### src/rtl/rr_arb_pkg.sv
// Shared types and helpers for the round-robin queue arbiter.
// Holds the FSM state encoding and the requester index width function.
package rr_arb_pkg;

    typedef enum logic {
        IDLE  = 1'b0,
        GRANT = 1'b1
    } arb_state_t;

    function automatic int idx_w(input int n);
        return (n > 1) ? $clog2(n) : 1;
    endfunction

endpackage

### src/rtl/rr_priority_picker.sv
// Combinational round-robin search over the request vector.
// The search begins one past the previous winner and wraps at NREQ.
module rr_priority_picker
    import rr_arb_pkg::*;
#(
    parameter int NREQ = 4,
    parameter int IW   = idx_w(NREQ)
) (
    input  logic [NREQ-1:0] req,
    input  logic [IW-1:0]   last_grant,
    output logic [IW-1:0]   winner,
    output logic            any_req
);

    logic [IW-1:0] idx;
    logic          found;

    always_comb begin
        winner = '0;
        found  = 1'b0;
        idx    = '0;
        for (int k = 1; k <= NREQ; k++) begin
            idx = IW'((int'(last_grant) + k) % NREQ);
            if (!found && req[idx]) begin
                winner = idx;
                found  = 1'b1;
            end
        end
    end

    assign any_req = |req;

endmodule

### src/rtl/rr_queue_arbiter.sv
// Round-robin arbiter feeding one downstream queue with bounded bursts.
// Grantee data passes through combinationally; each new grant costs one idle cycle.
module rr_queue_arbiter
    import rr_arb_pkg::*;
#(
    parameter int WIDTH     = 8,
    parameter int NREQ      = 4,
    parameter int MAX_BURST = 4
) (
    input  logic                    clk,
    input  logic                    reset,
    input  logic                    en,
    input  logic [NREQ*WIDTH-1:0]   recv_msg,
    input  logic [NREQ-1:0]         recv_val,
    output logic [NREQ-1:0]         recv_rdy,
    output logic [WIDTH-1:0]        send_msg,
    output logic                    send_val,
    input  logic                    send_rdy,
    output logic [$clog2(NREQ)-1:0] send_src
);

    localparam int IW = idx_w(NREQ);
    localparam int BW = $clog2(MAX_BURST + 1);

    arb_state_t                   state;
    logic [IW-1:0]                grant;
    logic [IW-1:0]                last_grant;
    logic [BW-1:0]                beat_cnt;
    logic [IW-1:0]                winner;
    logic                         any_req;
    logic                         xfer;
    logic                         last_beat;
    logic [NREQ-1:0][WIDTH-1:0]   msgs;

    assign msgs = recv_msg;

    rr_priority_picker #(
        .NREQ (NREQ),
        .IW   (IW)
    ) u_picker (
        .req        (recv_val),
        .last_grant (last_grant),
        .winner     (winner),
        .any_req    (any_req)
    );

    // Outputs are gated by reset so nothing transfers in a reset cycle.
    always_comb begin
        send_val = 1'b0;
        recv_rdy = '0;
        send_msg = msgs[grant];
        if (state == GRANT && !reset) begin
            send_val        = recv_val[grant];
            recv_rdy[grant] = send_rdy;
        end
    end

    assign send_src  = grant;
    assign xfer      = send_val && send_rdy;
    assign last_beat = (beat_cnt == BW'(MAX_BURST - 1));

    always_ff @(posedge clk) begin
        if (reset) begin
            state      <= IDLE;
            grant      <= '0;
            last_grant <= IW'(NREQ - 1);
            beat_cnt   <= '0;
        end else begin
            unique case (state)
                IDLE: begin
                    if (en && any_req) begin
                        grant      <= winner;
                        last_grant <= winner;
                        beat_cnt   <= '0;
                        state      <= GRANT;
                    end
                end
                GRANT: begin
                    if (!recv_val[grant] || (xfer && last_beat)) begin
                        state <= IDLE;
                    end else if (xfer) begin
                        beat_cnt <= beat_cnt + BW'(1);
                    end
                end
                default: state <= IDLE;
            endcase
        end
    end

endmodule

### config.mk
export PLATFORM = sky130hd
export DESIGN_NAME = rr_queue_arbiter
export DESIGN_NICKNAME = d
export VERILOG_FILES = /design/src/rtl/rr_arb_pkg.sv /design/src/rtl/rr_priority_picker.sv /design/src/rtl/rr_queue_arbiter.sv
export SDC_FILE = /design/constraint.sdc
export NUM_CORES = 1
export LEC_CHECK = 0
export CAP_MARGIN = 20
export CORE_MARGIN = 1
export CORE_UTILIZATION = 32
export CTS_CLUSTER_SIZE = 25
export DETAILED_ROUTE_END_ITERATION = 6
export PLACE_DENSITY = 0.82
export SLEW_MARGIN = 20
export SYNTH_ARGS = -nofsm -noshare
export SYNTH_HDL_FRONTEND = slang
export SYNTH_SLANG_ARGS = --single-unit
### constraint.sdc
create_clock -name clk -period 2.2 [get_ports clk]
set_input_delay 0.44 -clock clk [delete_from_list [all_inputs] [get_ports clk]]
set_output_delay 0.44 -clock clk [all_outputs]
set_load 0.01 [all_outputs]
==> flow_summary_export.csv <==
group,metric,value,unit
floorplan,start_util,34.7,%
grt,wire_length_of_the_first_global_routing_pass,3820,um
floorplan,boundaryPins,55,
clocking,clock_sinks,8,
floorplan,die_y,48.6,um
sta,max_slew.worst_pin.slew,0.448,ns
synthesis,synth_enable_flop_cells,0,
clocking,cts-buffers-inserted,3,
clocking,cts_hold_buf,0,
clocking,clockBufferDepth,2,
setup_path,timing.rr.end,"send_src[1]",
clocking,h-tree-depth,1,
routing,dr.pass1.iters,4,
place,place.detailed.instances,159,
power,power_density,383,nW/um2
routing,routed_wl,2300,um
finish,final_net_count,179,
synthesis,postSynthRegisterBits,8,
setup_path,timing.critical_path.to,"send_val",
setup_path,timing.rr.start,"state",
synthesis,ys_warn_count,0,
finish,fillCellCount,170,
grt,gr_util_all_layers,20.5,%
sta,finClkSkew,0.00868,ns
grt,global_route.overflow_total,0,
clocking,clkTransAtPathRegs,0.05,ns
floorplan,row_count,16,
setup_path,critPathLaunch,"recv_val[3]",
sta,finalHoldViolCount,0,
finish,final-instance-count-excl-fill,162,
finish,drive_gt1_share,23.0,%
sta,relSlewSlack,70.1,%
setup_path,critical_path.max_fanout,2,
sta,clock.fmax,474,MHz
setup_path,timing.critical_path.required,1.76,ns
setup_path,worst-setup-path-type,"primary input to primary output",
outcome,run_status,"complete, no violations",
power,power.combinational.fraction,47.1,%
routing,remaining_antenna_violation_count_after_routing,0,
place,hpwl,1910,um
sta,final_period_minus_worst_setup_slack,2.11,ns
setup_path,timing.critical_path.from_type,"primary input",
synthesis,post_synth_instance_area,696,um2
power,net-switching-power,0.141,mW
setup_path,arrival,1.67,ns
setup_path,setup.reg_to_reg.worst_slack,0.66,ns
routing,route.detailed.wl_per_inst,14.2,um
worst_hold_path,min_delay_path_depth,1,
routing,viasPerCell,5.07,
floorplan,core,2000,um2
grt,grt_max_degree,15,
grt,grt_antenna_before_repair,0,
finish,postLayoutCoreUtil,67.9,%
power,fin_total_pwr,0.520,mW
place,pre_cts_slack,-0.314,ns
floorplan,die_area,2360,um2
worst_hold_path,worst_hold_path_type,"flip-flop to flip-flop",
floorplan,floorplan.die.width,48.6,um
synthesis,synth_area_per_cell,9.94,um2
synthesis,synth_cell_types,31,
routing,detailroute.via_count,822,
synthesis,async_set_or_reset_register_ratio_after_synthesis,0,%
clocking,tritoncts,"done",
power,share_clk_of_total_power,20.8,%
routing,detail_route.iter0.violations,24,
place,place.port_buffers,54,
flow_run,cap_violations,0,
power,swShare,27.1,%
sta,grt_setup_unrepaired,"no",
power,seqPwrFrac,32.1,%
sta,timing.final.max_slew_violations,0,
setup_path,timing.critical_path.to_type,"primary output",
finish,diodes,0,
power,power.static_leakage,0.556,nW
power,irDropWorstVdd,462,uV
synthesis,synth_nets,112,
clocking,clk_latency,0.25,ns
synthesis,synth_seq_area_share,23.0,%
sta,timing.final.crit_share,95.9,%
grt,grt_pass1_vias,844,
synthesis,synth_cells,70,
sta,final_critical_path_setup_slack,0.0900,ns
clocking,clk_root_buffer_cell,"sky130_fd_sc_hd__clkbuf_4",
place,routabilityCongestion,0.826,
sta,count_of_endpoints_failing_setup_in_the_final_report,0,
power,power.internal,0.379,mW
finish,synthToLayoutAreaGrowth,95.5,%
setup_path,count_of_cells_along_the_worst_register_to_register_path,3,
routing,drc,0,
synthesis,dominantRegCellSynth,"sky130_fd_sc_hd__dfxtp_1",
## how the worst min path moves through the flow
stage	slack, ns	to	start
after floorplan	0.43	beat_cnt[2]	beat_cnt[2]
after global placement	0.45	beat_cnt[2]	beat_cnt[2]
after detailed placement	0.45	beat_cnt[2]	beat_cnt[2]
after CTS	0.47	beat_cnt[2]	beat_cnt[2]
after global routing	0.48	beat_cnt[2]	beat_cnt[2]
final	0.46	beat_cnt[2]	beat_cnt[2]
## layer usage
metal  wire (um)  global-route usage, %
met5           0                      0
met4           0                   3.92
met3         155                   5.66
met2        1060                   36.3
met1        1080                   24.6
## critical path: stages
cell and delay [ns]:
sky130_fd_sc_hd__clkdlybuf4s50_1 0.42, sky130_fd_sc_hd__mux4_2 0.49, sky130_fd_sc_hd__and3_4 0.19, sky130_fd_sc_hd__buf_2 0.13
## flip-flops by register name, indices dropped and copies added (netlist names)
name	flops
beat_cnt	3
last_grant	2
send_src	2
state	1
## power groups by stage
stage / registers (mW) / logic (mW) / clock network, mW
after floorplan: 0.167 / 0.104 / 0
after global placement: 0.168 / 0.255 / 0
after detailed placement: 0.169 / 0.262 / 0
after CTS: 0.166 / 0.247 / 0.115
after global routing: 0.168 / 0.262 / 0.125
final: 0.167 / 0.245 / 0.108
## cells in the final DEF (no fill, tap or decap), types with 4 or more instances in the layout
cell,count
sky130_fd_sc_hd__clkdlybuf4s50_1,40
sky130_fd_sc_hd__dlygate4sd2_1,13
sky130_fd_sc_hd__buf_4,11
sky130_fd_sc_hd__mux4_2,9
sky130_fd_sc_hd__dfxtp_1,7
sky130_fd_sc_hd__nand2_1,5
sky130_fd_sc_hd__a21oi_1,5
sky130_fd_sc_hd__inv_1,4
sky130_fd_sc_hd__nor2_1,4
## Yosys cell counts (2+ instances only)
master,count,area share (%)
sky130_fd_sc_hd__a21oi_1,5,3.6
sky130_fd_sc_hd__and3_1,2,1.8
sky130_fd_sc_hd__clkbuf_1,3,1.6
sky130_fd_sc_hd__dfxtp_1,8,23
sky130_fd_sc_hd__ha_1,2,3.6
sky130_fd_sc_hd__inv_1,4,2.2
sky130_fd_sc_hd__mux4_2,8,26
sky130_fd_sc_hd__nand2_1,5,2.7
sky130_fd_sc_hd__nand2b_1,3,2.7
sky130_fd_sc_hd__nand3_1,3,2.2
sky130_fd_sc_hd__nor2_1,4,2.2
sky130_fd_sc_hd__nor3_1,2,1.4
sky130_fd_sc_hd__nor3b_1,2,2.2
sky130_fd_sc_hd__o2bb2ai_1,2,2.5
## area by class of cell
cell class                      count  area (um2)  area share (%)
Clock buffer                        3        22.5            1.66
Inverter                            4        15.0            1.10
Multi-Input combinational cell     54         505            37.2
Sequential cell                     8         161            11.9
Tap cell                           27        33.8            2.48
Timing Repair Buffer               66         622            45.7
## kinds of logic (layout without fill, tap and decap cells)
logic type / count (synthesis) / after routing / share of synthesized area (%)
mux: 10 / 10 / 31.1
flops: 8 / 8 / 23.0
buf+inv: 8 / 73 / 4.49
compound gates: 15 / 15 / 15.3
fa+ha+maj: 2 / 2 / 3.60
simple gates: 27 / 27 / 22.5
## stage by stage
stage | TNS, ns | area (um2) | hold WS, ns
final | 0 | 1360 | 0.464
after global routing | 0 | 1360 | 0.476
after CTS | 0 | 1360 | 0.466
after detailed placement | -0.923 | 1360 | 0.448
after global placement | -0.780 | 1360 | 0.447
after floorplan | 0 | 696 | 0.432
## timing repair
item                                    4_1_cts  5_1_grt
buffers inserted                              0        0
gates resized for setup                      20        0
endpoints found under the setup margin       13        0
No activity file was read; power rests on OpenSTA's default activity.
